--- config.mk ---
export PLATFORM = sky130hd
export DESIGN_NAME = ra_2r1w_32x32_bist
export DESIGN_NICKNAME = d
export VERILOG_FILES = /design/src/rtl/ra_2r1w_32x32_bist_pkg.sv /design/src/rtl/ra_2r1w_32x32_bist_cmp.sv /design/src/rtl/ra_2r1w_32x32_bist.sv
export SDC_FILE = /design/constraint.sdc
export NUM_CORES = 1
export LEC_CHECK = 0
export ABC_AREA = 1
export CORE_MARGIN = 1
export CORE_UTILIZATION = 40
export CTS_CLUSTER_DIAMETER = 150
export DETAILED_ROUTE_END_ITERATION = 16
export PLACE_DENSITY = 0.68
export SYNTH_ARGS = -nofsm -noshare
export SYNTH_HDL_FRONTEND = slang
export SYNTH_HIERARCHICAL = 1
export SYNTH_SLANG_ARGS = --single-unit
--- constraint.sdc ---
create_clock -name clk -period 8.7 [get_ports clk]
set_input_delay 1.74 -clock clk [delete_from_list [all_inputs] [get_ports clk]]
set_output_delay 1.74 -clock clk [all_outputs]
set_load 0.01 [all_outputs]
--- src/rtl/ra_2r1w_32x32_bist_pkg.sv ---
// Shared types and defaults for the 2R1W 32x32 array BIST.
// Phase codes, background pattern, read latency, compare bundle.
package ra_2r1w_32x32_bist_pkg;

  localparam int          BIST_RD_LAT  = 2;
  localparam logic [31:0] BIST_PATTERN = 32'hA5A5_5A5A;

  localparam logic [1:0] PH_W0 = 2'd0;
  localparam logic [1:0] PH_R0 = 2'd1;
  localparam logic [1:0] PH_W1 = 2'd2;
  localparam logic [1:0] PH_R1 = 2'd3;

  typedef enum logic [2:0] {
    ST_IDLE,
    ST_P0,
    ST_P1,
    ST_P2,
    ST_P3,
    ST_DRAIN,
    ST_DONE
  } bist_state_t;

  typedef struct packed {
    logic        vld;
    logic [4:0]  adr;
    logic [1:0]  phase;
    logic [31:0] exp;
  } cmp_req_t;

  // Address-unique background: data(a) = pattern ^ a
  function automatic logic [31:0] bist_data(
    input logic [31:0] pat,
    input logic [4:0]  a
  );
    return pat ^ {27'b0, a};
  endfunction

endpackage

--- src/rtl/ra_2r1w_32x32_bist_cmp.sv ---
// Read-data checker: RD_LAT delay line per port, compare, first-fail
// capture and saturating miscompare count. clr wipes results only.
module ra_bist_cmp
  import ra_2r1w_32x32_bist_pkg::*;
#(
  parameter int RD_LAT = BIST_RD_LAT
) (
  input  logic        clk,
  input  logic        reset,
  input  logic        clr,
  input  cmp_req_t    req_0,
  input  cmp_req_t    req_1,
  input  logic [31:0] rd_dat_0,
  input  logic [31:0] rd_dat_1,
  output logic        fail,
  output logic [4:0]  fail_adr,
  output logic        fail_port,
  output logic [1:0]  fail_phase,
  output logic [7:0]  fail_cnt
);

  cmp_req_t    pipe_0 [RD_LAT];
  cmp_req_t    pipe_1 [RD_LAT];
  cmp_req_t    out_0;
  cmp_req_t    out_1;
  logic        mis_0;
  logic        mis_1;
  logic [1:0]  inc;
  logic [8:0]  sum;
  logic [7:0]  cnt_nxt;

  always_ff @(posedge clk or posedge reset) begin
    if (reset) begin
      for (int i = 0; i < RD_LAT; i++) begin
        pipe_0[i] <= '0;
        pipe_1[i] <= '0;
      end
    end else begin
      pipe_0[0] <= req_0;
      pipe_1[0] <= req_1;
      for (int i = 1; i < RD_LAT; i++) begin
        pipe_0[i] <= pipe_0[i-1];
        pipe_1[i] <= pipe_1[i-1];
      end
    end
  end

  assign out_0 = pipe_0[RD_LAT-1];
  assign out_1 = pipe_1[RD_LAT-1];

  assign mis_0 = out_0.vld && (rd_dat_0 != out_0.exp);
  assign mis_1 = out_1.vld && (rd_dat_1 != out_1.exp);

  assign inc     = {1'b0, mis_0} + {1'b0, mis_1};
  assign sum     = {1'b0, fail_cnt} + {7'b0, inc};
  assign cnt_nxt = sum[8] ? 8'hFF : sum[7:0];

  always_ff @(posedge clk or posedge reset) begin
    if (reset) begin
      fail       <= 1'b0;
      fail_adr   <= '0;
      fail_port  <= 1'b0;
      fail_phase <= '0;
      fail_cnt   <= '0;
    end else if (clr) begin
      fail       <= 1'b0;
      fail_adr   <= '0;
      fail_port  <= 1'b0;
      fail_phase <= '0;
      fail_cnt   <= '0;
    end else begin
      fail_cnt <= cnt_nxt;
      if (mis_0 || mis_1) begin
        fail <= 1'b1;
        // port 0 takes priority when both miss together
        if (!fail) begin
          fail_port  <= !mis_0;
          fail_adr   <= mis_0 ? out_0.adr : out_1.adr;
          fail_phase <= mis_0 ? out_0.phase : out_1.phase;
        end
      end
    end
  end

endmodule

--- src/rtl/ra_2r1w_32x32_bist.sv ---
// March BIST sequencer and port mux in front of ra_2r1w_32x32_sdr.
// Ports: start/busy/done/fail*, f_* functional reqs, array rd/wr ports.
module ra_2r1w_32x32_bist
  import ra_2r1w_32x32_bist_pkg::*;
#(
  parameter int          RD_LAT  = BIST_RD_LAT,
  parameter logic [31:0] PATTERN = BIST_PATTERN
) (
  input  logic        clk,
  input  logic        reset,
  input  logic        start,
  output logic        busy,
  output logic        done,
  output logic        fail,
  output logic [4:0]  fail_adr,
  output logic        fail_port,
  output logic [1:0]  fail_phase,
  output logic [7:0]  fail_cnt,
  input  logic        f_rd_enb_0,
  input  logic [4:0]  f_rd_adr_0,
  input  logic        f_rd_enb_1,
  input  logic [4:0]  f_rd_adr_1,
  input  logic        f_wr_enb_0,
  input  logic [4:0]  f_wr_adr_0,
  input  logic [31:0] f_wr_dat_0,
  output logic        rd_enb_0,
  output logic [4:0]  rd_adr_0,
  output logic        rd_enb_1,
  output logic [4:0]  rd_adr_1,
  output logic        wr_enb_0,
  output logic [4:0]  wr_adr_0,
  output logic [31:0] wr_dat_0,
  input  logic [31:0] rd_dat_0,
  input  logic [31:0] rd_dat_1
);

  localparam logic [4:0] DRAIN_LAST = 5'(RD_LAT - 1);

  bist_state_t state;
  logic [4:0]  cnt;
  logic        last;
  logic        accept;

  logic        b_wr_enb;
  logic [4:0]  b_wr_adr;
  logic [31:0] b_wr_dat;
  logic        b_rd_enb;
  logic [4:0]  b_rd_adr_0;
  logic [4:0]  b_rd_adr_1;
  logic [1:0]  b_phase;
  logic        b_inv;
  cmp_req_t    req_0;
  cmp_req_t    req_1;

  assign last   = (cnt == 5'd31);
  assign accept = start &&
                  (state == ST_IDLE || state == ST_DONE);

  always_ff @(posedge clk or posedge reset) begin
    if (reset) begin
      state <= ST_IDLE;
      cnt   <= '0;
      busy  <= 1'b0;
      done  <= 1'b0;
    end else begin
      case (state)
        ST_IDLE, ST_DONE: begin
          if (start) begin
            state <= ST_P0;
            cnt   <= '0;
            busy  <= 1'b1;
            done  <= 1'b0;
          end
        end
        ST_P0: begin
          cnt <= cnt + 5'd1;
          if (last) state <= ST_P1;
        end
        ST_P1: begin
          cnt <= cnt + 5'd1;
          if (last) state <= ST_P2;
        end
        ST_P2: begin
          cnt <= cnt + 5'd1;
          if (last) state <= ST_P3;
        end
        ST_P3: begin
          cnt <= cnt + 5'd1;
          if (last) state <= ST_DRAIN;
        end
        ST_DRAIN: begin
          if (cnt == DRAIN_LAST) begin
            state <= ST_DONE;
            cnt   <= '0;
            busy  <= 1'b0;
            done  <= 1'b1;
          end else begin
            cnt <= cnt + 5'd1;
          end
        end
        default: state <= ST_IDLE;
      endcase
    end
  end

  // Descending phases walk ~cnt so cnt always counts up
  always_comb begin
    b_wr_enb   = 1'b0;
    b_wr_adr   = cnt;
    b_wr_dat   = '0;
    b_rd_enb   = 1'b0;
    b_rd_adr_0 = cnt;
    b_phase    = PH_W0;
    b_inv      = 1'b0;
    case (state)
      ST_P0: begin
        b_wr_enb = 1'b1;
        b_wr_adr = cnt;
        b_wr_dat = bist_data(PATTERN, cnt);
      end
      ST_P1: begin
        b_rd_enb   = 1'b1;
        b_rd_adr_0 = cnt;
        b_phase    = PH_R0;
      end
      ST_P2: begin
        b_wr_enb = 1'b1;
        b_wr_adr = ~cnt;
        b_wr_dat = ~bist_data(PATTERN, ~cnt);
        b_phase  = PH_W1;
      end
      ST_P3: begin
        b_rd_enb   = 1'b1;
        b_rd_adr_0 = ~cnt;
        b_phase    = PH_R1;
        b_inv      = 1'b1;
      end
      default: ;
    endcase
  end

  // port 1 mirrors port 0: 31 - a
  assign b_rd_adr_1 = ~b_rd_adr_0;

  always_comb begin
    req_0.vld   = b_rd_enb;
    req_0.adr   = b_rd_adr_0;
    req_0.phase = b_phase;
    req_0.exp   = bist_data(PATTERN, b_rd_adr_0) ^ {32{b_inv}};
    req_1.vld   = b_rd_enb;
    req_1.adr   = b_rd_adr_1;
    req_1.phase = b_phase;
    req_1.exp   = bist_data(PATTERN, b_rd_adr_1) ^ {32{b_inv}};
  end

  ra_bist_cmp #(
    .RD_LAT (RD_LAT)
  ) u_cmp (
    .clk        (clk),
    .reset      (reset),
    .clr        (accept),
    .req_0      (req_0),
    .req_1      (req_1),
    .rd_dat_0   (rd_dat_0),
    .rd_dat_1   (rd_dat_1),
    .fail       (fail),
    .fail_adr   (fail_adr),
    .fail_port  (fail_port),
    .fail_phase (fail_phase),
    .fail_cnt   (fail_cnt)
  );

  assign rd_enb_0 = busy ? b_rd_enb   : f_rd_enb_0;
  assign rd_adr_0 = busy ? b_rd_adr_0 : f_rd_adr_0;
  assign rd_enb_1 = busy ? b_rd_enb   : f_rd_enb_1;
  assign rd_adr_1 = busy ? b_rd_adr_1 : f_rd_adr_1;
  assign wr_enb_0 = busy ? b_wr_enb   : f_wr_enb_0;
  assign wr_adr_0 = busy ? b_wr_adr   : f_wr_adr_0;
  assign wr_dat_0 = busy ? b_wr_dat   : f_wr_dat_0;

endmodule

==> flow_summary_export.csv, run 1 <==
group,metric,value,unit
status,status,"completed",
timing,report.final.setup_viol,0,
synthesis,ys_types,34,
drt,avgRoutedWirePerCell,13.0,um
global_routing,grt_pass1_vias,4625,
global_routing,grt_pass1_wl,22.5,mm
critical_path,rrSetupSlack,5.97,ns
synthesis,synth_edf_count,0,
timing,finalCritPeriodShare,53.5,%
drt,drtPass1Iterations,7,
clock_tree,clk_pin_slew,0.07,ns
placement,dpl_cell_area,9300,um^2
critical_path,crit_buf_inv,2,
die,rows,48,
timing,fin_crit,4.65,ns
finish,nNetsFinal,996,
clock_tree,cts_buffer_depth,2,
finish,design_area,9920,um^2
clock_tree,cts_hold_buf,0,
clock_tree,numCtsBuffers,17,
die,die_h,137,um
drt,totalWireLength,14.4,mm
finish,nFillCells,1535,
placement,place_congestion,0.796,
global_routing,antenna_found_initial,0,
global_routing,grt_overflow,0,
flow_run,max_cap_violations,0,
clock_tree,postCtsSetupRepairBufs,0,
synthesis,netlist.top_cell.by_area,"dfrtp_1",
global_routing,grt_max_degree,109,
timing,skew,0.00751,ns
finish,antenna_cells,0,
placement,portBuffers,185,
clock_tree,cts_tree,"built",
die,die_area,18700,um^2
clock_tree,htreeDepth,4,
drt,vias_per_cell,4.39,
timing,tightest_slew,0.922,ns
critical_path,crit_type,"in2out",
power,p_leak,0.00468,uW
clock_tree,clk_latency,0.42,ns
synthesis,synth-seq-cells,187,
placement,dp_hpwl,10.1,mm
power,irDropWorstVdd,0.182,mV
synthesis,synth.most_common_cell,"nand2_1",
timing,clock.fmax,215,MHz
placement,placed_cells,1075,
critical_path,cp_data_required_time,6.96,ns
finish,drive_above_1_share,6.92,%
critical_path,path_delay_family,"buffers and inverters",
timing,hold_viol,0,
timing,final_max_slew_viol_count,0,
synthesis,syn_nets,809,
drt,ant_nets,0,
critical_path,startpoint_type,"input port",
die,ios,186,
synthesis,yosysWarningCount,6,
synthesis,ys_seq_area_share,64.4,%
critical_path,path_max_fanout,1,
critical_path,worstPathArrival,2.91,ns
timing,rsz0062_at_grt,"no",
critical_path,critPathSlowestCell,"clkdlybuf4s50_1",
clock_tree,cts_resized,0,
synthesis,async_flop_share,100,%
drt,via_count,4856,
critical_path,path_cells,"clkdlybuf4s50_1 > nand2_1 > o21ai_0 > clkdlybuf4s50_1",
die,die_w,137,um
drt,drc_errors,0,
synthesis,synth_commonest_cells,"230 x nand2_1, 187 x dfrtp_1, 60 x inv_1",
critical_path,crit_path_end_kind,"output pin",
finish,syn_to_final_growth,36.5,%
critical_path,critPathMostFrequentCell,"clkdlybuf4s50_1",
timing,timing.hold.ws,0.346,ns
timing,relSlewSlack,38.5,%
synthesis,synth.cell_area,7260,um^2
critical_path,cpPeakStageDelay,0.56,ns
synthesis,netlist.area_leader.share,64.4,%
die,start_util,41.4,%
synthesis,syn_area_per_cell,10.7,um^2
clock_tree,cts.sinks,187,
die,core,17500,um^2
power,powerDensity,317,nW/um^2
drt,drtIter0Drc,197,
timing,tns,0,ns
synthesis,syn_inst,682,
clock_tree,root_buffer,"clkbuf_16",
synthesis,synthTopCellsByArea,"dfrtp_1 64%, nand2_1 12%, xnor2_1 6.6%, inv_1 3.1%, nand3_1 2.3%",
worst_hold_path,hold_class,"reg2reg",
finish,stdcell_count,1107,
synthesis,synth_flop_cell,"dfrtp_1",
finish,final_util,56.6,%
global_routing,grtUsageTotal,16.3,%
-- path summary, 6_finish.rpt --
path,from,end,cells past startpoint
worst max-delay path,f_wr_dat_0[3],wr_dat_0[3],4
worst min-delay path,u_cmp/pipe_1[41],u_cmp/out_1[1],0
worst max register to register,u_cmp/out_0[1],u_cmp/fail_cnt[5],16
worst min register to register,u_cmp/pipe_1[41],u_cmp/out_1[1],0
max in group asynchronous,reset,u_cmp/fail_cnt[7],3
min in group asynchronous,reset,cnt[4],2
-- cell type report --
class | count | area, um^2 | share of cell area, %
clock buffer | 20 | 457 | 4.60
clock inverter | 12 | 161 | 1.63
inverter | 62 | 238 | 2.40
multi-input combinational | 414 | 2240 | 22.5
sequential | 187 | 4680 | 47.2
tap | 225 | 282 | 2.84
timing repair buffer | 187 | 1870 | 18.8
-- per-stage QoR --
step / setup slack, ns / power, uW
floorplan: 2.16 / 1890
global placement: 4.04 / 2350
detailed placement: 4.05 / 2370
CTS: 4.04 / 3180
global route: 3.95 / 3350
finish: 4.05 / 3140
-- sequential cells by signal, summed over array words and instances (netlist names), 2 cells and up --
| signal | count |
|---|---|
| u_cmp/out_0 | 40 |
| u_cmp/out_1 | 40 |
| u_cmp/pipe_0 | 40 |
| u_cmp/pipe_1 | 40 |
| u_cmp/fail_cnt | 8 |
| cnt | 5 |
| u_cmp/fail_adr | 5 |
| state | 3 |
| u_cmp/fail_phase | 2 |
-- power breakdown --
part,switching [uW],internal (uW),total [uW]
Sequential,148,1130,1270
Clock,324,472,796
Combinational,547,522,1070
-- cells by family after synthesis --
family / share of synthesized area (%)
simple gates: 18.4
fa+ha+maj: 1.83
flops: 64.4
buf+inv: 4.81
xor+xnor: 8.04
compound gates: 2.46
-- layout by cell type (no fill, tap or decap), drive strengths merged, types with 9 or more instances in the layout --
cell type | Yosys | final
ha | 9 | 9
clkbuf | 10 | 20
nand2 | 237 | 237
a21oi | 10 | 10
o21ai | 14 | 14
xnor2 | 55 | 55
dfrtp | 187 | 187
inv | 62 | 66
nand3 | 39 | 39
nor2 | 31 | 31
clkdlybuf4s50 | 0 | 185
-- metal layers --
metal	global-route usage [%]	part of all wire, %	up-vias
met2	26.8	50	107
met5	0	0	-
met1	20.6	44	2287
li1	-	-	2447
met3	4.44	4.5	15
met4	5.93	1.3	0
Power figures use the tool's default switching activity.
==> inputs of run 2 (changes only) <==
- PLACE_DENSITY: 0.68 -> 0.71
- clock period: 8.7 -> 4 ns (I/O delays scaled with it)
==> run 2 against run 1 <==
Against the previous run:
- cell count increased by 0.18%
- sequential power increased by 120%
- setup slack got worse by 3.5 ns
- worst hold slack got worse by 0.0038 ns
- combinational power increased by 120%
- register-to-register slack got worse by 4.7 ns
- largest power group unchanged
- highest routed layer unchanged
==> flow_summary_export.csv, run 2 (synthesis gave the netlist of run 1 again) <==
group,metric,value,unit
global_routing,antenna_found_initial,0,
clock_tree,postCtsSetupRepairBufs,0,
finish,stdcell_count,1109,
critical_path,rr_startpoint,"u_cmp/out_0[0]",
worst_hold_path,holdCritStartpoint,"u_cmp/pipe_1[67]",
clock_tree,clk_latency,0.42,ns
global_routing,grt_overflow,0,
clock_tree,cts_hold_buf,0,
timing,relSlewSlack,42.7,%
power,irDropWorstVdd,0.378,mV
global_routing,met3_usage,3.56,%
power,p_leak,0.00468,uW
critical_path,critPathLaunch,"state[2]",
placement,dp_hpwl,10.6,mm
global_routing,grt_pass1_wl,23.4,mm
clock_tree,cts_resized,0,
drt,ant_nets,0,
finish,nNetsFinal,998,
timing,tightest_slew,0.859,ns
critical_path,path_max_fanout,5,
flow_run,max_cap_violations,0,
clock_tree,cts_buffer_depth,2,
drt,drtPass1Iterations,4,
global_routing,grtUsageTotal,16.8,%
placement,dp_slack,0.410,ns
placement,portBuffers,185,
placement,dpl_cell_area,9340,um^2
worst_hold_path,hold_class,"reg2reg",
finish,drive_above_1_share,7.13,%
timing,fin_crit,3.41,ns
drt,avgRoutedWirePerCell,13.3,um
critical_path,reg2reg_to,"u_cmp/fail_cnt[5]",
global_routing,use_met1,20.6,%
timing,tns,0,ns
clock_tree,clk_pin_slew,0.07,ns
timing,rsz0062_at_grt,"no",
timing,final_max_slew_viol_count,0,
worst_hold_path,hold_end,"u_cmp/out_1[27]",
drt,drtIter0Drc,315,
die,die_w,137,um
finish,layout_common_cells,"230 x nand2_1, 187 x dfrtp_1, 185 x clkdlybuf4s50_1",
global_routing,gr-usage-met2,28.8,%
die,ios,186,
drt,vias_per_cell,4.35,
die,core,17500,um^2
clock_tree,cts_tree,"built",
clock_tree,root_buffer,"clkbuf_16",
critical_path,rrSetupSlack,1.25,ns
placement,place_congestion,0.805,
status,status,"completed",
critical_path,crit_path_end_kind,"output pin",
die,die_h,137,um
global_routing,grt_max_degree,81,
power,powerDensity,685,nW/um^2
critical_path,crit_type,"reg2out",
drt,via_count,4822,
clock_tree,numCtsBuffers,17,
global_routing,grt_pass1_vias,4834,
die,rows,48,
critical_path,startpoint_type,"register",
timing,report.final.setup_viol,0,
finish,final_common_cell,"nand2_1",
worst_hold_path,hold_depth,0,
timing,layout_setup_ws,0.594,ns
finish,design_area,9950,um^2
critical_path,worstPathArrival,2.61,ns
clock_tree,htreeDepth,4,
timing,timing.hold.ws,0.342,ns
drt,totalWireLength,14.7,mm
finish,syn_to_final_growth,37.0,%
die,die_area,18700,um^2
timing,finalCritPeriodShare,85.1,%
critical_path,reg2reg_depth,16,
global_routing,busiest_layer,"met2",
finish,antenna_cells,0,
timing,skew,0.00761,ns
placement,placed_cells,1077,
timing,clock.fmax,294,MHz
clock_tree,cts.sinks,187,
critical_path,cp_data_required_time,3.20,ns
drt,drc_errors,0,
timing,hold_viol,0,
die,start_util,41.4,%
==> run 2: cell count changes in the layout (fill, tap and decap cells not counted) <==
cell	previous run	this run
buf_12	0	2
clkbuf_8	2	1
clkinv_4	1	3
clkinvlp_4	2	4
inv_6	4	2
inv_8	1	0
==> run 2: worst max-delay path, cell delays in order (launching register included) <==
cell and delay (ns):
dfrtp_1 0.45, inv_2 0.11, nand2_1 0.14, inv_1 0.16, nand2_1 0.12, inv_1 0.20, ha_1 0.26, o21ai_0 0.17
clkdlybuf4s50_1 0.57
==> run 2: cell type report <==
class / instances / area, um^2
fill: 1516 / 7590
sequential: 187 / 4680
multi-input combinational: 414 / 2240
timing repair buffer: 189 / 1910
clock buffer: 19 / 443
tap: 225 / 282
inverter: 62 / 236
clock inverter: 13 / 166
==> run 2: worst max-delay path by stage <==
| stage | cells past startpoint | end | slack, ns |
|---|---|---|---|
| after floorplan | 1 | u_cmp/fail | 0.93 |
| after global placement | 17 | u_cmp/fail_cnt[5] | 0.49 |
| after detailed placement | 17 | u_cmp/fail_cnt[5] | 0.41 |
| after CTS | 8 | wr_adr_0[4] | 0.55 |
| after global routing | 9 | wr_dat_0[3] | 0.35 |
| final | 8 | wr_adr_0[3] | 0.59 |
==> run 2: metal layers <==
metal  share of wire (%)  wire length (um)
met1                  43              6270
met2                  53              7830
met3                 3.3               483
met4                 1.1               165
met5                   0                 0
==> run 2: power by group <==
| part | switching, uW | internal [uW] |
|---|---|---|
| clock | 695 | 1000 |
| combinational | 1220 | 1140 |
| sequential | 301 | 2450 |
==> run 2: metrics by stage <==
step                      utilization, %  total power [uW]
after floorplan                        -              4110
after global placement              53.3              5130
after detailed placement            53.3              5180
after CTS                           56.7              6910
after global routing                56.7              7260
final                               56.7              6820
